$ cat src/rtl/enc_quad_if.sv
// Encoder channel bundle: raw pins and controls in, conditioned
// quadrature state, position and error flag out.
interface enc_quad_if #(
  parameter int POS_W = 24
);
  logic             a_raw;
  logic             b_raw;
  logic             preset_load;
  logic [POS_W-1:0] preset_val;
  logic             err_clr;
  logic             a_out;
  logic             b_out;
  logic             dir;
  logic             tick;
  logic [POS_W-1:0] pos;
  logic             err;

  modport master (
    output a_raw, b_raw,
    output preset_load, preset_val, err_clr,
    input  a_out, b_out, dir, tick, pos, err
  );

  modport slave (
    input  a_raw, b_raw,
    input  preset_load, preset_val, err_clr,
    output a_out, b_out, dir, tick, pos, err
  );
endinterface

$ cat src/rtl/enc_quad_conditioner.sv
// Quadrature front end: synchronise, glitch-filter and decode A/B
// into direction, edge tick, wrapping position and sticky error.
module enc_quad_conditioner #(
  parameter int               FILT_LEN   = 4,
  parameter int               POS_W      = 24,
  parameter logic [POS_W-1:0] POS_PRESET = 24'h800000
) (
  input logic      clk_fast,
  input logic      reset,
  enc_quad_if.slave bus
);

  localparam int CW = $clog2(FILT_LEN + 1);
  localparam logic [CW-1:0] CNT_MAX = CW'(FILT_LEN - 1);

  logic             a_m_q, a_s_q;
  logic             b_m_q, b_s_q;
  logic [CW-1:0]    a_cnt_q, a_cnt_d;
  logic [CW-1:0]    b_cnt_q, b_cnt_d;
  logic             a_q, a_d;
  logic             b_q, b_d;
  logic             dir_q, dir_d;
  logic             tick_q, tick_d;
  logic             err_q, err_d;
  logic [POS_W-1:0] pos_q, pos_d;
  logic [1:0]       init_q, init_d;
  logic             init_w;
  logic             chg_a, chg_b, fwd;

  always_comb begin
    init_w  = (init_q != 2'd3);
    init_d  = init_w ? init_q + 2'd1 : init_q;
    a_cnt_d = '0;
    b_cnt_d = '0;
    a_d     = a_q;
    b_d     = b_q;
    if (init_w) begin
      a_d = a_s_q;
      b_d = b_s_q;
    end else begin
      if (a_s_q != a_q) begin
        if (a_cnt_q == CNT_MAX) a_d = ~a_q;
        else a_cnt_d = a_cnt_q + CW'(1);
      end
      if (b_s_q != b_q) begin
        if (b_cnt_q == CNT_MAX) b_d = ~b_q;
        else b_cnt_d = b_cnt_q + CW'(1);
      end
    end
  end

  // Forward order 00->10->11->01: new A differs from old B
  always_comb begin
    chg_a  = (a_d ^ a_q) & ~init_w;
    chg_b  = (b_d ^ b_q) & ~init_w;
    fwd    = a_d ^ b_q;
    tick_d = 1'b0;
    dir_d  = dir_q;
    pos_d  = pos_q;
    err_d  = err_q & ~bus.err_clr;
    unique case (1'b1)
      chg_a & chg_b: err_d = 1'b1;
      chg_a ^ chg_b: begin
        tick_d = 1'b1;
        dir_d  = ~fwd;
        pos_d  = fwd ? pos_q + POS_W'(1)
                     : pos_q - POS_W'(1);
      end
      default: ;
    endcase
    if (bus.preset_load) pos_d = bus.preset_val;
  end

  always_ff @(posedge clk_fast or negedge reset) begin
    if (!reset) begin
      a_m_q   <= 1'b0;
      a_s_q   <= 1'b0;
      b_m_q   <= 1'b0;
      b_s_q   <= 1'b0;
      a_cnt_q <= '0;
      b_cnt_q <= '0;
      a_q     <= 1'b0;
      b_q     <= 1'b0;
      dir_q   <= 1'b0;
      tick_q  <= 1'b0;
      err_q   <= 1'b0;
      pos_q   <= POS_PRESET;
      init_q  <= 2'd0;
    end else begin
      a_m_q   <= bus.a_raw;
      a_s_q   <= a_m_q;
      b_m_q   <= bus.b_raw;
      b_s_q   <= b_m_q;
      a_cnt_q <= a_cnt_d;
      b_cnt_q <= b_cnt_d;
      a_q     <= a_d;
      b_q     <= b_d;
      dir_q   <= dir_d;
      tick_q  <= tick_d;
      err_q   <= err_d;
      pos_q   <= pos_d;
      init_q  <= init_d;
    end
  end

  assign bus.a_out = a_q;
  assign bus.b_out = b_q;
  assign bus.dir   = dir_q;
  assign bus.tick  = tick_q;
  assign bus.err   = err_q;
  assign bus.pos   = pos_q;

endmodule

$ cat src/flat_wrapper.sv
// flat-port wrapper written by rule: the top's interface ports become plain ports
module enc_quad_conditioner_flat 
#(
  parameter int               FILT_LEN   = 4,
  parameter int               POS_W      = 24,
  parameter logic [POS_W-1:0] POS_PRESET = 24'h800000
)
  (clk_fast, reset, bus_a_raw, bus_b_raw, bus_preset_load, bus_preset_val, bus_err_clr, bus_a_out, bus_b_out, bus_dir, bus_tick, bus_pos, bus_err);
  enc_quad_if #(.POS_W(POS_W)) bus_i ();
  input logic clk_fast;
  input logic reset;
  input wire logic [$bits(bus_i.a_raw)-1:0] bus_a_raw;
  input wire logic [$bits(bus_i.b_raw)-1:0] bus_b_raw;
  input wire logic [$bits(bus_i.preset_load)-1:0] bus_preset_load;
  input wire logic [$bits(bus_i.preset_val)-1:0] bus_preset_val;
  input wire logic [$bits(bus_i.err_clr)-1:0] bus_err_clr;
  output wire logic [$bits(bus_i.a_out)-1:0] bus_a_out;
  output wire logic [$bits(bus_i.b_out)-1:0] bus_b_out;
  output wire logic [$bits(bus_i.dir)-1:0] bus_dir;
  output wire logic [$bits(bus_i.tick)-1:0] bus_tick;
  output wire logic [$bits(bus_i.pos)-1:0] bus_pos;
  output wire logic [$bits(bus_i.err)-1:0] bus_err;
  assign bus_i.a_raw = bus_a_raw;
  assign bus_i.b_raw = bus_b_raw;
  assign bus_i.preset_load = bus_preset_load;
  assign bus_i.preset_val = bus_preset_val;
  assign bus_i.err_clr = bus_err_clr;
  assign bus_a_out = bus_i.a_out;
  assign bus_b_out = bus_i.b_out;
  assign bus_dir = bus_i.dir;
  assign bus_tick = bus_i.tick;
  assign bus_pos = bus_i.pos;
  assign bus_err = bus_i.err;
  enc_quad_conditioner #(.FILT_LEN(FILT_LEN), .POS_W(POS_W), .POS_PRESET(POS_PRESET)) u_core (.clk_fast(clk_fast), .reset(reset), .bus(bus_i));
endmodule
$ cat config.mk
export PLATFORM = sky130hd
export DESIGN_NAME = enc_quad_conditioner_flat
export DESIGN_NICKNAME = d
export VERILOG_FILES = /design/src/rtl/enc_quad_if.sv /design/src/rtl/enc_quad_conditioner.sv /design/src/flat_wrapper.sv
export SDC_FILE = /design/constraint.sdc
export NUM_CORES = 1
export LEC_CHECK = 0
export BUFFER_PORTS_ARGS = -buffer_cell sky130_fd_sc_hd__buf_4
export CAP_MARGIN = 20
export CORE_MARGIN = 1.5
export CORE_UTILIZATION = 35
export CTS_BUF_LIST = sky130_fd_sc_hd__clkbuf_4 sky130_fd_sc_hd__clkbuf_8
export CTS_CLUSTER_DIAMETER = 150
export DETAILED_ROUTE_END_ITERATION = 8
export PLACE_DENSITY = 0.62
export SLEW_MARGIN = 20
export SYNTH_ARGS = -nofsm -noshare
export SYNTH_HDL_FRONTEND = slang
export SYNTH_SLANG_ARGS = --single-unit
$ cat constraint.sdc
create_clock -name clk_fast -period 4.6 [get_ports clk_fast]
set_input_delay 0.46 -clock clk_fast [delete_from_list [all_inputs] [get_ports clk_fast]]
set_output_delay 0.46 -clock clk_fast [all_outputs]
set_load 0.01 [all_outputs]
## Word level (Yosys, flattened, before mapping)

Cells that the tools add are included.

- $add $sub $neg: 5
- Equality and inequality tests: 5
- Multiplexer cells: 17
- Bitwise operators: 13
- Reductions and logical operators: 1

Operator list:

| cell | number |
|---|---|
| 24-bit 2-to-1 mux | 3 |
| 24-bit by 1-bit adder with 24-bit output (second input constant) | 1 |
| 24-bit by 1-bit subtractor with 24-bit output (second input constant) | 1 |
| 3-bit 2-to-1 mux | 6 |
| 1-bit 2-to-1 mux | 8 |
| 3-bit by 1-bit adder with 3-bit output (second input constant) | 2 |
| 3-bit by 2-bit equality test with 1-bit output (second input constant) | 2 |
| 1-bit inverter | 5 |
| 1-bit AND | 4 |
| 1-bit bitwise XOR | 4 |
| 2-bit by 1-bit adder with 2-bit output (second input constant) | 1 |
| 1-bit inequality test | 2 |
| 2-bit inequality test (second input constant) | 1 |
| 2-bit nonzero test | 1 |

- Register bits after elaboration: 41
- Input bits: 30
- Output and inout port bits: 29
- Word-level logic and storage cells: 54

## Logic depth before layout (Yosys ltp)

- Depth after elaboration: 9
- Depth in mapped cells: 12
- Mapped depth without buffers: 12

## Worst setup path after synthesis

OpenSTA, ideal clock, no wires.

- Kind: register to register
- Start: register u_core.init_q[0]
- End: register u_core.pos_q[18] (netlist: u_core.bus.pos[18])
- Setup time: 0.070 ns
- Arrival time: 3.165 ns
- Required time: 4.530 ns
- Path slack: 1.366 ns
- Cell stages (with the launch flop): 12
- Path buffers: 1
- Clock period less this slack: 3.234 ns
- Path through: dfrtp_1 ha_1 clkbuf_1 a22o_1 nand2_1 xnor2_1 ha_1 or4_1 nand2b_1 or4_1 a2111oi_0 nand3b_1

- Word-level cells in the longest chain between the ends: 6

Ends and longest elaborated chain:

| what | line | RTL |
|---|---|---|
| start, declared | enc_quad_conditioner.sv:26 | `logic [1:0] init_q, init_d;` |
| start signal, assigned | enc_quad_conditioner.sv:102 | `init_q <= init_d;` |
| 2-bit inequality test (*) | enc_quad_conditioner.sv:31 | `init_w = (init_q != 2'd3);` |
| 1-bit 2-to-1 mux | enc_quad_conditioner.sv:37 | `if (init_w) begin` |
| 1-bit bitwise XOR (on tied branches) | enc_quad_conditioner.sv:56, enc_quad_conditioner.sv:54, enc_quad_conditioner.sv:55 |  |
| 24-bit 2-to-1 mux, or another cell as far along | enc_quad_conditioner.sv:66 | `pos_d = fwd ? pos_q + POS_W'(1)` |
| 24-bit 2-to-1 mux / 1-bit bitwise XOR (equally long branches) | enc_quad_conditioner.sv:61, enc_quad_conditioner.sv:63 |  |
| 24-bit 2-to-1 mux / 2-bit nonzero test (equally long branches) | -- |  |
| end signal, assigned | enc_quad_conditioner.sv:101 | `pos_q <= pos_d;` |
| end, declared | enc_quad_conditioner.sv:25 | `logic [POS_W-1:0] pos_q, pos_d;` |

Every way passes the cells marked *; elsewhere a longest branch is shown, timed or not. The select of a mux whose other input is x is not followed.
A chain may end at the register's enable or synchronous reset.

## Final worst setup path

- Start: register u_core.init_q[0]
- End: register u_core.pos_q[20] (netlist: u_core.bus.pos[20])

The elaborated chain is that of the path after synthesis.

==> flow_summary.ini <==
[sta]
finalHoldViolations = 0
max_freq_mhz = 270.9
setup_ws_ps = 909.0
post-route-min-period_ps = 3691
fin_tns_setup_ps = 0
whs_ps = 134.8
slew_headroom_pct = 36.87
rsz0062_at_grt = no
clock_skew_ps = 6.555
tightest_slew_ps = 946.9
setup_violations = 0
fin_crit_sh_pct = 80.24
drv_slew = 0

[routing]
drc = 0
antenna_left = 0
via_per_inst = 5.691
drt-pass1-iter-count = 4
drt-total-wl_um = 7662
num_vias = 2612
wl_per_cell_um = 16.69
drt_iter0_drc = 248

[setup_path]
path_buf_inv = 0
cp_common_cell = ha_1
arrival_ps = 3900
path_class = flop to flop
setup.worst_path.end_class = flop
crit_chain = ha_1, a22o_1, nand2_1, xnor2_1, ha_1, or4_1, nor4_1, and3_1, mux2_2, a21oi_1, o31ai_1
crit_fanout = 16
worstPathRequired_ps = 4810
critPathSlowestCell = a22o_1
slowest_delay_ps = 550
crit_family = simple AND/OR/NAND/NOR gates
startpoint_type = flop

[floorplanning]
core_region_area_um2 = 7647
pin_count = 59
die_area_um2 = 8383
die_x_um = 91.56
start_util_pct = 35.90
die-height_um = 91.56
fp-row-count = 32

[clock_network]
cts.sinks = 41
cts-htree-levels = 2
cts_buffer_depth = 2
clockRootBuffer = clkbuf_8
post_cts_buffers = 0
clock_latency_ps = 300
post_cts_resized = 0
cts_hold_buf = 0
numCtsBuffers = 5
clk_pin_slew_ps = 90
cts_tree = built

[final_layout]
fillers = 774
final_common_cell = buf_4
nNetsFinal = 391
n_antenna_cell = 0
drive_gt1_share_pct = 23.25
design_area_um2 = 3331
layout_common_cells = buf_4, dfrtp_1, nand2_1
areaGrowthSynthToFinish_pct = 21.33

[synth]
synth.avg_cell_area_um2 = 8.799
async_flop_share_pct = 100.0
syn_inst = 312
synth_top_flop_cell = dfrtp_1
yosys_warnings = 0
ys_seq_area_share_pct = 37.42
synth.distinct_cells = 51
synth_edf_count = 0
synth_seq_cells = 41
synth_nets = 347
synth_area_um2 = 2745

[grt]
grt_max_degree = 42
grt_pass1_wl_um = 12610
antenna_found_initial = 0
grt.overflow.total = 0
grt_pass1_vias = 2420
grt_usage_pct = 18.76

[job]
maxCapViolCount = 0

[placement]
dpl.hpwl_um = 5496
place.gp.congestion = 0.9391
numPortBuffers = 58
place_ws_ps = 940.4
dpl_cell_area_um2 = 3239

[power_and_ir_drop]
p_total_mw = 1.289
p_leak_nw = 1.398
power_density_nw_per_um2 = 387.0
internal-power_mw = 0.7564
switching_share_pct = 41.31
p_seq_share_pct = 40.0
p_comb_share_pct = 40.5
p_switching_mw = 0.5325
max-vdd-ir-drop_v = 0.0001823
power_frac_clock_pct = 19.4

[worst_hold_path]
hold_path.class = primary input to asynchronous set/reset pin

[run_status]
status = finished, final reports clean
-- power by group through the flow --
stage	registers [mW]	clock network [mW]	logic (mW)
5_1_grt	0.528	0.274	0.575
4_1_cts	0.515	0.257	0.522
2_1_floorplan	0.500	0	0.329
6_report	0.516	0.251	0.522
3_3_place_gp	0.520	0	0.520
3_5_place_dp	0.521	0	0.519
-- synthesized netlist by cell type (2+ instances only) --
cell	number	area, µm²
nand3_1	13	65.06
and4_1	4	35.03
nand2b_1	8	50.05
a211o_1	5	43.79
or3_1	7	43.79
mux2_2	9	101.4
a22o_1	3	26.28
a22oi_1	5	37.54
a31oi_1	2	12.51
and2_1	7	43.79
o31ai_1	2	15.01
a41o_1	2	20.02
a21oi_1	11	55.05
nor4_1	9	56.30
nand4_1	13	81.33
o211ai_1	3	22.52
nor2_1	13	48.80
a211oi_1	3	22.52
or4_1	4	30.03
nand2_1	26	97.59
inv_1	6	22.52
nor2b_1	3	18.77
o2111ai_1	4	35.03
nor3_1	12	60.06
o21ai_0	14	70.07
or4_4	2	22.52
a2111oi_0	5	43.79
mux2i_1	5	50.05
dfrtp_1	40	1001
ha_1	5	62.56
nor3b_1	5	37.54
clkbuf_1	22	82.58
xnor2_1	8	70.07
xor2_1	5	43.79
and3_1	11	68.82
-- sequential cells by signal (all words and copies together), names as in the netlist --
register	cells
u_core.bus.b_out	1
u_core.bus.tick	1
u_core.a_m_q	1
u_core.bus.pos	24
u_core.b_m_q	1
u_core.a_cnt_q	3
u_core.b_s_q	1
u_core.bus.a_out	1
u_core.bus.dir	1
u_core.init_q	2
u_core.b_cnt_q	3
u_core.a_s_q	1
u_core.bus.err	1
-- layout make-up --
cell class | count | area [µm²] | area share (%)
multi-input cells | 240 | 1600 | 48.05
clock inverters | 2 | 15.01 | 0.4508
well taps | 102 | 127.6 | 3.832
inverters | 7 | 26.28 | 0.7889
flip-flops and latches | 41 | 1027 | 30.84
repair buffers | 61 | 457.9 | 13.75
clock buffers | 6 | 76.32 | 2.292
-- layer usage --
| metal | vias up | routed length (µm) | global-route usage (%) |
|---|---|---|---|
| li1 | 1266 | - | - |
| met1 | 1253 | 3641 | 27.66 |
| met2 | 87 | 3533 | 28.67 |
| met3 | 6 | 419 | 2.848 |
| met4 | 0 | 68 | 4.297 |
| met5 | - | 0 | 0 |
-- cells by family (layout without fill, tap and decap cells) --
logic type | Yosys count | after routing | share of synthesized area, %
compound gates | 68 | 68 | 17.96
xor+xnor | 13 | 13 | 4.148
fa+ha+maj | 5 | 5 | 2.279
buf+inv | 31 | 76 | 4.284
flops | 41 | 41 | 37.42
mux | 14 | 14 | 5.515
simple gates | 140 | 140 | 28.40
-- through the flow --
step | util [%] | instances
after global placement | 42.36 | 451
final | 43.55 | 459
after detailed placement | 42.36 | 451
after floorplan | - | 312
after CTS | 43.55 | 459
after global routing | 43.55 | 459
-- final timing paths --
check | cells after the start | to | start | slack, ps
min in group clk_fast | 1 | u_core.a_m_q | bus_a_raw | 260
setup reg to reg | 11 | u_core.bus.pos[20] | u_core.init_q[0] | 910
hold / removal | 1 | u_core.bus.pos[5] | reset | 130
hold reg to reg | 0 | u_core.a_s_q | u_core.a_m_q | 350
max in group asynchronous | 1 | u_core.bus.pos[17] | reset | 4090
setup / recovery | 11 | u_core.bus.pos[20] | u_core.init_q[0] | 910
Note: power is estimated with default switching activity, not from simulation.
